### config.mk
export PLATFORM = sky130hd
export DESIGN_NAME = addsub_accum
export DESIGN_NICKNAME = d
export VERILOG_FILES = /design/src/rtl/addsub_accum.sv
export SDC_FILE = /design/constraint.sdc
export NUM_CORES = 1
export LEC_CHECK = 0
export CAP_MARGIN = 40
export CORE_ASPECT_RATIO = 1.1
export CORE_UTILIZATION = 33
export CTS_BUF_LIST = sky130_fd_sc_hd__clkbuf_8 sky130_fd_sc_hd__clkbuf_16
export CTS_CLUSTER_DIAMETER = 60
export DETAILED_ROUTE_END_ITERATION = 8
export DONT_BUFFER_PORTS = 1
export SYNTH_ARGS = -nofsm -noshare
export SYNTH_HDL_FRONTEND = slang
export SYNTH_SLANG_ARGS = --single-unit
### constraint.sdc
create_clock -name clk -period 2.6 [get_ports clk]
set_input_delay 0.26 -clock clk [delete_from_list [all_inputs] [get_ports clk]]
set_output_delay 0.26 -clock clk [all_outputs]
set_load 0.05 [all_outputs]
### src/rtl/addsub_accum.sv
// Registered add/subtract accumulator with wrap or saturate/reject modes.
// Results and flags leave through a one-entry valid/ready output stage.
module addsub_accum #(
    parameter int unsigned      WIDTH   = 8,
    parameter logic [WIDTH-1:0] MAX_VAL = {WIDTH{1'b1}}
) (
    input  logic             clk,
    input  logic             rst_n,
    input  logic             in_valid,
    output logic             in_ready,
    input  logic [1:0]       op,
    input  logic [WIDTH-1:0] operand,
    input  logic             sat,
    output logic             out_valid,
    input  logic             out_ready,
    output logic [WIDTH-1:0] acc,
    output logic             carry_borrow,
    output logic             clamp,
    output logic             reject,
    output logic             zero
);

    localparam logic [0:0] StEmpty = 1'b0;
    localparam logic [0:0] StFull  = 1'b1;

    localparam logic [1:0] OpLoad  = 2'b00;
    localparam logic [1:0] OpAdd   = 2'b01;
    localparam logic [1:0] OpSub   = 2'b10;
    localparam logic [1:0] OpClear = 2'b11;

    logic [0:0]       state_q, state_d;
    logic [WIDTH-1:0] acc_q, acc_d;
    logic             cb_q, cb_d;
    logic             clamp_q, clamp_d;
    logic             reject_q, reject_d;

    logic             accept;
    logic [WIDTH:0]   sum;
    logic [WIDTH-1:0] diff;
    logic             borrow;

    assign out_valid    = (state_q == StFull);
    assign in_ready     = rst_n & (~out_valid | out_ready);
    assign accept       = in_valid & in_ready;

    assign acc          = acc_q;
    assign carry_borrow = cb_q;
    assign clamp        = clamp_q;
    assign reject       = reject_q;
    assign zero         = (acc_q == '0);

    // Sum keeps the carry so saturation sees overflow past 2**WIDTH as well.
    assign sum    = {1'b0, acc_q} + {1'b0, operand};
    assign diff   = acc_q - operand;
    assign borrow = (operand > acc_q);

    always_comb begin
        acc_d    = acc_q;
        cb_d     = 1'b0;
        clamp_d  = 1'b0;
        reject_d = 1'b0;
        unique case (op)
            OpLoad: begin
                if (sat && (operand > MAX_VAL)) begin
                    acc_d   = MAX_VAL;
                    clamp_d = 1'b1;
                end else begin
                    acc_d = operand;
                end
            end
            OpAdd: begin
                cb_d = sum[WIDTH];
                if (sat && (sum > {1'b0, MAX_VAL})) begin
                    acc_d   = MAX_VAL;
                    clamp_d = 1'b1;
                end else begin
                    acc_d = sum[WIDTH-1:0];
                end
            end
            OpSub: begin
                cb_d = borrow;
                if (sat && borrow) begin
                    reject_d = 1'b1;
                end else begin
                    acc_d = diff;
                end
            end
            OpClear: begin
                acc_d = '0;
            end
        endcase
    end

    always_comb begin
        state_d = state_q;
        if (accept) begin
            state_d = StFull;
        end else if (out_ready) begin
            state_d = StEmpty;
        end
    end

    always_ff @(posedge clk) begin
        if (!rst_n) begin
            state_q  <= StEmpty;
            acc_q    <= '0;
            cb_q     <= 1'b0;
            clamp_q  <= 1'b0;
            reject_q <= 1'b0;
        end else begin
            state_q <= state_d;
            if (accept) begin
                acc_q    <= acc_d;
                cb_q     <= cb_d;
                clamp_q  <= clamp_d;
                reject_q <= reject_d;
            end
        end
    end

endmodule

==> run summary, run 1 <==
Final Hold Vio Count - 0
Share of cells above drive strength 1 - 12.38%
Total track usage - 17.95%
Static Leak - 0.7037 nW
Status - finished clean
R2R setup slack - 210 ps
Crit share post-route - 91.95%
Final setup violation count - 0
EDFF count, synth - 0
Final Total Pwr - 789.6 uW
Synth-to-Final Area Change - 13.59%
Initial core utilization - 35.39%
RR Startpoint - acc[0]$_SDFFE_PN0P_
Pre-CTS worst setup slack - 195.4 ps
Synth warn - 0
CTS H-Tree Depth - 1
Detailed Routing Iterations Pass 1 - 4
Min cycle time layout - 2391 ps
Post-DR wirelength/cell - 15.11 um
DRC errors left - 0
Max IR drop VDD - 0.3189 mV
GRT overflow - 0
Relative slew margins - 63.30%
Die width - 65.10 um
Filler Cell Count - 463
Cell area after placement - 1575 sq um
Latest clock arrival within the worst-skew pair - 240 ps
Synth Instances - 192
Hold path startpoint - in_valid
Post_cts resized - 0
Maxcap violations - 0
Clk root buf - clkbuf_8
Ant diodes - 0
Worst reg2reg path depth - 9
Worst reg2reg path endpoint - acc[6]$_SDFFE_PN0P_
Hold buffer count at CTS - 0
Vias in the first global route - 1362
Clock sinks - 12
Mapped Area - 1445 sq um
Setup CP Type - reg2reg
Number of I/O pins - 29
Clk slew on worst S/H paths - 50 ps
Worst-Margin Slew - 550.5 ps
Crit Path Max Fanout - 7
Die ar. - 4648 sq um
Net Count, Synth - 228
Final Max Slew Viols - 0
Design area - 1642 sq um
Hpwl dp - 3051 um
FP Rows - 24
Chip height - 71.41 um
Port Buf Inserts - 0
RSZ-0062 raised after global routing - false
Post-CTS setup buffer count - 0
Iter 0 DRT Violations - 64
CTS tree - built
Max Fclk - 418.3 MHz
Setup TNS - 0 ps
CTS buffer count - 3
Worst Hold Class - in2reg
Gpl congestion - 0.9431
P per Cell Area - 481.0 nW/um^2
Area occupied by multi-input gates - 1090 sq um
# nets final - 239
Via density per instance - 5.551
Vias - 1410
Setup WS post-layout - 209.3 ps
Seq/Total Area, Yosys - 16.62%
Layout Skew - 3.014 ps
Startpoint Class - register
Post-Route WL - 3838 um
Clk buf depth - 2
Largest net degree at the start of global routing - 16
Avg Cell Area, Syn - 7.527 sq um
Crit path DAT - 2510 ps
Asr flop ratio synth - 0%
Distinct cells, synth - 48
Initial antenna violation count - 0
Sequential cell area - 240.2 sq um
Final ANT Viol Nets - 0
Core region area - 4084 sq um
Crit path required time - 2720 ps
Number of synthesized register bits - 12
First-pass GRT wire length - 6492 um
Ys flop type - dfxtp_1
Critical Path End Type - register
Hold Crit Depth - 2
Worst Hold Endpoint - out_valid$_SDFFE_PN0P_
-- cells by family after synthesis --
group                    after synthesis  share of synthesized area (%)
AND/OR/NAND/NOR                       64                          22.60
XOR/XNOR                               5                          3.030
AO/OA/AOI/OAI                         59                          29.78
buffers and inverters                 31                          8.744
adder cells (fa/ha/maj)               21                          19.22
flip-flops                            12                          16.62
-- through the flow --
stage / hold slack (ps) / util, % / cells
floorplan: 398.9 / - / 192
global placement: 404.1 / 38.57 / 250
detailed placement: 407.6 / 38.57 / 250
CTS: 152.8 / 39.92 / 254
global route: 149.2 / 40.20 / 254
finish: 158.8 / 40.20 / 254
-- registers in the layout, summed over array words and instances (netlist names) --
register	cells
carry_borrow	1
clamp	1
out_valid	1
reject	1
acc	8
-- per-layer routing --
metal / wire length, um / GRT usage (%)
met1: 1737 / 23.08
met2: 1930 / 31.48
met3: 120 / 1.433
met4: 49 / 5.797
met5: 0 / 0
-- cells in the mapped netlist, types with 2 or more instances --
cell type | number | area (sq um)
nor3_1 | 4 | 20.02
o21a_1 | 4 | 30.03
a211oi_1 | 6 | 45.04
dfxtp_1 | 12 | 240.2
clkbuf_1 | 4 | 15.01
fa_1 | 2 | 40.04
xnor2_1 | 4 | 35.03
a21oi_1 | 8 | 40.04
o21ai_1 | 3 | 15.01
o22ai_1 | 2 | 12.51
nand2_1 | 11 | 41.29
buf_2 | 2 | 10.01
o31ai_1 | 4 | 30.03
or4_1 | 3 | 22.52
o21ai_0 | 6 | 30.03
o21bai_1 | 3 | 22.52
o211ai_1 | 2 | 15.01
nor2_1 | 19 | 71.32
o221ai_1 | 3 | 26.28
inv_1 | 23 | 86.33
nor2b_1 | 4 | 25.02
ha_1 | 19 | 237.7
nand3_1 | 8 | 40.04
nand2b_1 | 5 | 31.28
a21boi_0 | 4 | 30.03
a221oi_1 | 4 | 35.03
buf_4 | 2 | 15.01
-- worst max path at each step --
stage | slack [ps] | cells after the start | start | end
after global routing | 20 | 11 | acc[0]$_SDFFE_PN0P_ | acc[1]$_SDFFE_PN0P_
after CTS | 160 | 11 | acc[0]$_SDFFE_PN0P_ | acc[1]$_SDFFE_PN0P_
after floorplan | 210 | 11 | acc[0]$_SDFFE_PN0P_ | acc[7]$_SDFFE_PN0P_
after global placement | 240 | 10 | acc[0]$_SDFFE_PN0P_ | acc[6]$_SDFFE_PN0P_
after detailed placement | 200 | 11 | acc[0]$_SDFFE_PN0P_ | acc[1]$_SDFFE_PN0P_
final | 210 | 9 | acc[0]$_SDFFE_PN0P_ | acc[6]$_SDFFE_PN0P_
-- cell usage in the layout (no fill, tap or decap), drive strengths merged, types with 2 or more instances in the layout --
cell type,Yosys,layout
o31ai,5,5
a211oi,6,6
nand2,11,11
inv,23,23
a21boi,4,4
o211ai,2,2
nand2b,5,5
buf,4,14
o22ai,2,2
fa,2,2
or4,3,3
clkbuf,4,4
o21bai,3,3
o221ai,4,4
nor3,4,4
nor2b,4,4
a21oi,8,8
ha,19,19
o21ai,9,9
xnor2,4,4
or2,2,2
nand3,8,8
nor2,19,19
a221oi,4,4
dfxtp,12,12
o21a,4,4
-- where the power goes --
group | leakage, nW | internal (mW) | switching, mW
clock | 0.0288 | 0.134 | 0.0725
combinational | 0.577 | 0.136 | 0.223
sequential | 0.0983 | 0.199 | 0.0254
total | 0.704 | 0.468 | 0.321
-- layout make-up --
cell class | instances | area share, %
sequential | 12 | 14.63
tap | 52 | 3.963
clock buffer | 4 | 3.354
multi-input combinational | 149 | 66.39
inverter | 23 | 5.259
timing repair buffer | 14 | 6.402
-- critical path: stages (launching register included) --
cell and delay, ps:
dfxtp_1 350, ha_1 220, inv_1 80, fa_1 220, nor2_1 80, o311a_1 330, o211ai_1 210, nand2_1 240
nor4_2 410, o31ai_1 130
Power figures use the tool's default switching activity.
==> inputs of run 2 (changes only) <==
Clock period 2.6 ns to 2.9 ns, I/O delays scaled along.
==> run 2 against run 1 <==
  * Power shrank 17%
  * Cell count is 2.8% lower
  * Sequential power fell by 7%
  * Worst hold slack gained 38 ps
  * Die area did not move
  * Fmax shrank 6.3%
  * Utilization decreased by 1.7 points
  * First-iteration DRC count fell by 28%
  * Register-to-register slack better by 140 ps
  * Non-clock buffer count is 6 lower
  * Clock power is 31% lower
  * Critical path type unchanged
==> run summary, run 2 (synthesis results as in run 1) <==
Status - finished clean (unchanged)
Max Fclk - 392.1 MHz (was 418.3 MHz)
First-pass GRT wire length - 6292 um (was 6492 um)
Gpl congestion - 1.004 (was 0.9431)
Maxcap violations - 0 (unchanged)
Static Leak - 0.6638 nW (was 0.7037 nW)
Via density per instance - 5.555 (was 5.551)
Post-CTS setup buffer count - 0 (unchanged)
Crit share post-route - 87.93% (was 91.95%)
Vias - 1372 (was 1410)
Final Max Slew Viols - 0 (unchanged)
Cell internal pwr - 381.1 uW (was 468.4 uW)
Design area - 1572 sq um (was 1642 sq um)
Clk root buf - clkbuf_8 (unchanged)
Critical Path End Type - register (unchanged)
Crit path required time - 3060 ps (was 2720 ps)
Max IR drop VDD - 0.2682 mV (was 0.3189 mV)
Die width - 65.10 um (unchanged)
Clk buf depth - 2 (unchanged)
CTS H-Tree Depth - 1 (unchanged)
Sequential Power Share - 32.1% (was 28.4%)
Setup TNS - 0 ps (unchanged)
Worst Hold Class - in2reg (unchanged)
Die ar. - 4648 sq um (unchanged)
Final Hold Vio Count - 0 (unchanged)
P per Cell Area - 414.6 nW/um^2 (was 481.0 nW/um^2)
Clk slew on worst S/H paths - 50 ps (about the same)
Synth-to-Final Area Change - 8.745% (was 13.59%)
Leading cell types in the layout, fill and taps excluded - inv_1, nor2_1, ha_1, dfxtp_1, nand2_1 (was inv_1, nor2_1, ha_1, buf_4, dfxtp_1)
Number of I/O pins - 29 (unchanged)
Relative slew margins - 59.24% (was 63.30%)
Crit Path Max Fanout - 13 (was 7)
Min cycle time layout - 2550 ps (was 2391 ps)
Switching power - 270.3 uW (was 321.2 uW)
Port Buf Inserts - 0 (unchanged)
Final ANT Viol Nets - 0 (unchanged)
Sw frac - 41.50% (was 40.68%)
FP Rows - 24 (unchanged)
Startpoint Class - register (unchanged)
Hold buffer count at CTS - 0 (unchanged)
Filler Cell Count - 462 (was 463)
Share of cells above drive strength 1 - 8.205% (was 12.38%)
Post_cts resized - 0 (unchanged)
Latest clock arrival within the worst-skew pair - 230 ps (was 240 ps)
Clock sinks - 12 (unchanged)
Final setup violation count - 0 (unchanged)
Initial antenna violation count - 0 (unchanged)
Detailed Routing Iterations Pass 1 - 4 (unchanged)
Largest net degree at the start of global routing - 16 (unchanged)
Cell area after placement - 1530 sq um (was 1575 sq um)
Area occupied by multi-input gates - 1079 sq um (was 1090 sq um)
Ant diodes - 0 (unchanged)
Vias in the first global route - 1364 (was 1362)
Clk pwr share - 21.9% (was 26.2%)
Layout Skew - 2.221 ps (was 3.014 ps)
Hpwl dp - 3042 um (was 3051 um)
Setup CP Type - reg2reg (unchanged)
Worst-Margin Slew - 610.6 ps (was 550.5 ps)
Core region area - 4084 sq um (unchanged)
Post-DR wirelength/cell - 14.95 um (was 15.11 um)
Iter 0 DRT Violations - 46 (was 64)
CTS buffer count - 3 (unchanged)
RSZ-0062 raised after global routing - false (unchanged)
Commonest non-fill, non-tap cell in the layout - inv_1 (unchanged)
Post-Route WL - 3693 um (was 3838 um)
Initial core utilization - 35.39% (unchanged)
Total track usage - 17.05% (was 17.95%)
DRC errors left - 0 (unchanged)
Chip height - 71.41 um (unchanged)
CTS tree - built (unchanged)
# nets final - 233 (was 239)
GRT overflow - 0 (unchanged)
Comb power frac - 46.0% (was 45.5%)
Crit path DAT - 2710 ps (was 2510 ps)
Sequential cell area - 240.2 sq um (unchanged)
Max FFs per register - 8 (unchanged)
[run 2: changes by cell type in the layout (fill, tap and decap cells not counted), sizes merged]
cell	change
buf	-6
clkbuf	-1
[run 2: critical path, cell delays in order (launching register included)]
cell      delay (ps)
dfxtp_1          350
inv_1             70
ha_1             150
inv_1             50
fa_1             420
a211oi_1         320
o21ai_1          140
a21oi_1          280
o21a_1           450
nand2_1          100
a21boi_0         160
[run 2: final cells by class]
class	count	area share (%)
Clock buffer	3	2.627
Inverter	23	5.494
Multi-Input combinational cell	149	68.63
Sequential cell	12	15.29
Tap cell	52	4.140
Timing Repair Buffer	8	3.822
[run 2: final timing paths]
path	startpoint	endpoint	slack, ps	cells past startpoint
setup reg to reg	acc[0]$_SDFFE_PN0P_	acc[2]$_SDFFE_PN0P_	350	10
hold / removal	in_valid	out_valid$_SDFFE_PN0P_	200	2
setup / recovery	acc[0]$_SDFFE_PN0P_	acc[2]$_SDFFE_PN0P_	350	10
hold reg to reg	acc[0]$_SDFFE_PN0P_	acc[0]$_SDFFE_PN0P_	530	2
[run 2: power groups by stage]
stage	Clock, mW	Combinational [mW]	Sequential [mW]
after floorplan	0	0.210	0.237
after global placement	0	0.299	0.213
after detailed placement	0	0.298	0.212
after CTS	0.148	0.299	0.209
after global routing	0.156	0.330	0.211
final	0.142	0.300	0.209
[run 2: layer usage]
layer / vias up / track usage [%] / share of wire [%]
met5: - / 0 / 0
met4: 0 / 4.831 / 1.2
met3: 4 / 2.707 / 4.8
met2: 38 / 29.63 / 50
met1: 636 / 21.61 / 44
li1: 694 / - / -
[run 2: metrics by stage]
step / util, % / power [mW] / cells / hold WS [ps] / setup WS (ps)
floorplan: - / 0.4468 / 192 / 428.9 / 512.8
global placement: 37.47 / 0.5111 / 244 / 431.1 / 507.2
CTS: 38.48 / 0.6565 / 247 / 192.6 / 358.0
global route: 38.48 / 0.6970 / 247 / 189.2 / 94.11
finish: 38.48 / 0.6515 / 247 / 196.4 / 349.9
detailed placement: 37.47 / 0.5101 / 244 / 440.0 / 399.3
==> inputs of run 3 (changes only) <==
==> constraint.sdc (replaced) <==
create_clock -name clk -period 2.9 [get_ports clk]
set_input_delay 0.58 -clock clk [delete_from_list [all_inputs] [get_ports clk]]
set_output_delay 0.58 -clock clk [all_outputs]
set_load 0.05 [all_outputs]
==> run 3 against run 2 <==
  * Non-clock buffer count is 3 higher
  * Setup slack worse by 1.9 ps
  * Worst hold slack better by 290 ps
  * Via count is 3.4% higher
  * Register-to-register slack hardly changed
  * Cell count is 1.6% higher
  * Power is 6.8% higher
  * Flip-flop and latch count stayed put
  * Routed wire length is 2.9% higher
  * Sequential share of layout area is 0.34 points lower
  * Sequential power is 3% lower
  * Critical path type unchanged
  * Critical endpoint is now acc[0]$_SDFFE_PN0P_
  * Largest cell class unchanged
  * Largest power group unchanged
==> run summary, run 3 (synthesis results as in run 1) <==
Hpwl dp - 3046 um (was 3042 um)
Worst Hold Class - in2reg (unchanged)
First-pass GRT wire length - 6672 um (was 6292 um)
Status - finished clean (unchanged)
Critical Path End Type - register (unchanged)
Cell area after placement - 1553 sq um (was 1530 sq um)
Leading cell types in the layout, fill and taps excluded - inv_1, nor2_1, ha_1, dfxtp_1 (was inv_1, nor2_1, ha_1, dfxtp_1, nand2_1)
CTS tree - built (unchanged)
GRT overflow - 0 (unchanged)
Design area - 1608 sq um (was 1572 sq um)
Max Fclk - 391.9 MHz (was 392.1 MHz)
Gpl congestion - 0.9148 (was 1.004)
RR Startpoint - acc[0]$_SDFFE_PN0P_ (unchanged)
Relative slew margins - 63.20% (was 59.24%)
Crit path top cell by count - inv_1 (unchanged)
Die ar. - 4648 sq um (unchanged)
# nets final - 236 (was 233)
Clk root buf - clkbuf_8 (unchanged)
Crit share post-route - 88.00% (was 87.93%)
Maxcap violations - 0 (unchanged)
Iter 0 DRT Violations - 50 (was 46)
Layout Skew - 1.535 ps (was 2.221 ps)
Vias - 1418 (was 1372)
Worst Hold Endpoint - out_valid$_SDFFE_PN0P_ (unchanged)
Min cycle time layout - 2552 ps (was 2550 ps)
Number of I/O pins - 29 (unchanged)
Initial antenna violation count - 0 (unchanged)
Static Leak - 0.6862 nW (was 0.6638 nW)
Post-Route WL - 3801 um (was 3693 um)
Clk slew on worst S/H paths - 50 ps (about the same)
P per Cell Area - 432.9 nW/um^2 (was 414.6 nW/um^2)
Final ANT Viol Nets - 0 (unchanged)
Clock sinks - 12 (unchanged)
Max incr delay on CP - 450 ps (about the same)
Post-DR wirelength/cell - 15.14 um (was 14.95 um)
Synth-to-Final Area Change - 11.26% (was 8.745%)
Hold buffer count at CTS - 0 (unchanged)
Crit Path Max Fanout - 13 (unchanged)
Worst reg2reg path endpoint - acc[0]$_SDFFE_PN0P_ (was acc[2]$_SDFFE_PN0P_)
Hold path startpoint - in_valid (unchanged)
Initial core utilization - 35.39% (unchanged)
Chip height - 71.41 um (unchanged)
Setup CP Type - reg2reg (unchanged)
Post-CTS setup buffer count - 0 (unchanged)
Hold Crit Depth - 2 (unchanged)
Core region area - 4084 sq um (unchanged)
Worst-Margin Slew - 552.0 ps (was 610.6 ps)
Crit path DAT - 2720 ps (was 2710 ps)
Crit path required time - 3070 ps (was 3060 ps)
CTS H-Tree Depth - 1 (unchanged)
CP max stage cell - o21a_1 (unchanged)
Port Buf Inserts - 0 (unchanged)
CTS buffer count - 3 (unchanged)
Post_cts resized - 0 (unchanged)
Latest clock arrival within the worst-skew pair - 240 ps (was 230 ps)
DRC errors left - 0 (unchanged)
Final setup violation count - 0 (unchanged)
FP Rows - 24 (unchanged)
Ant diodes - 0 (unchanged)
Critical-path cell list - inv_1, ha_1, inv_1, fa_1, a211oi_1, o21ai_1, a21oi_1, o21a_1, nand2_1, a21boi_0 (unchanged)
Max IR drop VDD - 0.2946 mV (was 0.2682 mV)
RSZ-0062 raised after global routing - false (unchanged)
Vias in the first global route - 1433 (was 1364)
Detailed Routing Iterations Pass 1 - 5 (was 4)
Share of cells above drive strength 1 - 10.05% (was 8.205%)
Die width - 65.10 um (unchanged)
Final Max Slew Viols - 0 (unchanged)
Startpoint Class - register (unchanged)
Total track usage - 18.19% (was 17.05%)
Clk buf depth - 2 (unchanged)
Via density per instance - 5.649 (was 5.555)
Largest net degree at the start of global routing - 16 (unchanged)
Setup TNS - 0 ps (unchanged)
Filler Cell Count - 461 (was 462)
Max FFs per register - 8 (unchanged)
Worst reg2reg path depth - 10 (unchanged)
Commonest non-fill, non-tap cell in the layout - inv_1 (unchanged)
Final Hold Vio Count - 0 (unchanged)
R2R setup slack - 350 ps (about the same)
## run 3: through the flow
step	util, %	setup slack (ps)	hold slack, ps	instances	total power, mW
CTS	39.37	347.0	479.0	251	0.6982
global placement	38.02	241.7	520.7	247	0.5146
floorplan	-	512.8	666.6	192	0.4468
finish	39.37	348.0	484.1	251	0.6960
detailed placement	38.02	214.5	530.4	247	0.5163
global route	39.37	6.998	479.0	251	0.7428
## run 3: cell type report
| cell class | count | area, sq um | area share (%) |
|---|---|---|---|
| flip-flops and latches | 12 | 240.2 | 14.94 |
| inverters | 23 | 86.33 | 5.370 |
| multi-input cells | 149 | 1079 | 67.08 |
| well taps | 52 | 65.06 | 4.047 |
| repair buffers | 11 | 82.58 | 5.136 |
| clock buffers | 4 | 55.05 | 3.424 |
## run 3: worst max-delay path, delay by kind of cell (launching register included)
family	cells	cell delay [ps]
and+or+nand+nor	1	90
adders and majority gates	2	580
AOI/OAI and AO/OA	5	1320
DFF	1	350
buffers and inverters	2	130
## run 3: how the worst max path moves through the flow
| stage | start | to | slack [ps] | depth (start not counted) |
|---|---|---|---|---|
| floorplan | acc[0]$_SDFFE_PN0P_ | acc[7]$_SDFFE_PN0P_ | 510 | 11 |
| global placement | operand[0] | acc[0]$_SDFFE_PN0P_ | 240 | 9 |
| detailed placement | operand[0] | acc[0]$_SDFFE_PN0P_ | 210 | 9 |
| CTS | acc[0]$_SDFFE_PN0P_ | acc[0]$_SDFFE_PN0P_ | 350 | 10 |
| global route | acc[0]$_SDFFE_PN0P_ | acc[0]$_SDFFE_PN0P_ | 7 | 10 |
| finish | acc[0]$_SDFFE_PN0P_ | acc[0]$_SDFFE_PN0P_ | 350 | 10 |
## run 3: where the power goes
group	switching (mW)	internal, mW	leakage [nW]	total (mW)
sequential	0.0246	0.178	0.0983	0.203
clock	0.0617	0.120	0.0288	0.182
combinational	0.195	0.117	0.559	0.312
total	0.281	0.415	0.686	0.696
## run 3: layer usage
| metal | global-route usage [%] | vias to the layer above | routed length, um |
|---|---|---|---|
| li1 | - | 702 | - |
| met1 | 22.16 | 668 | 1644 |
| met2 | 32.64 | 41 | 1920 |
| met3 | 3.025 | 7 | 184 |
| met4 | 5.072 | 0 | 51 |
| met5 | 0 | - | 0 |
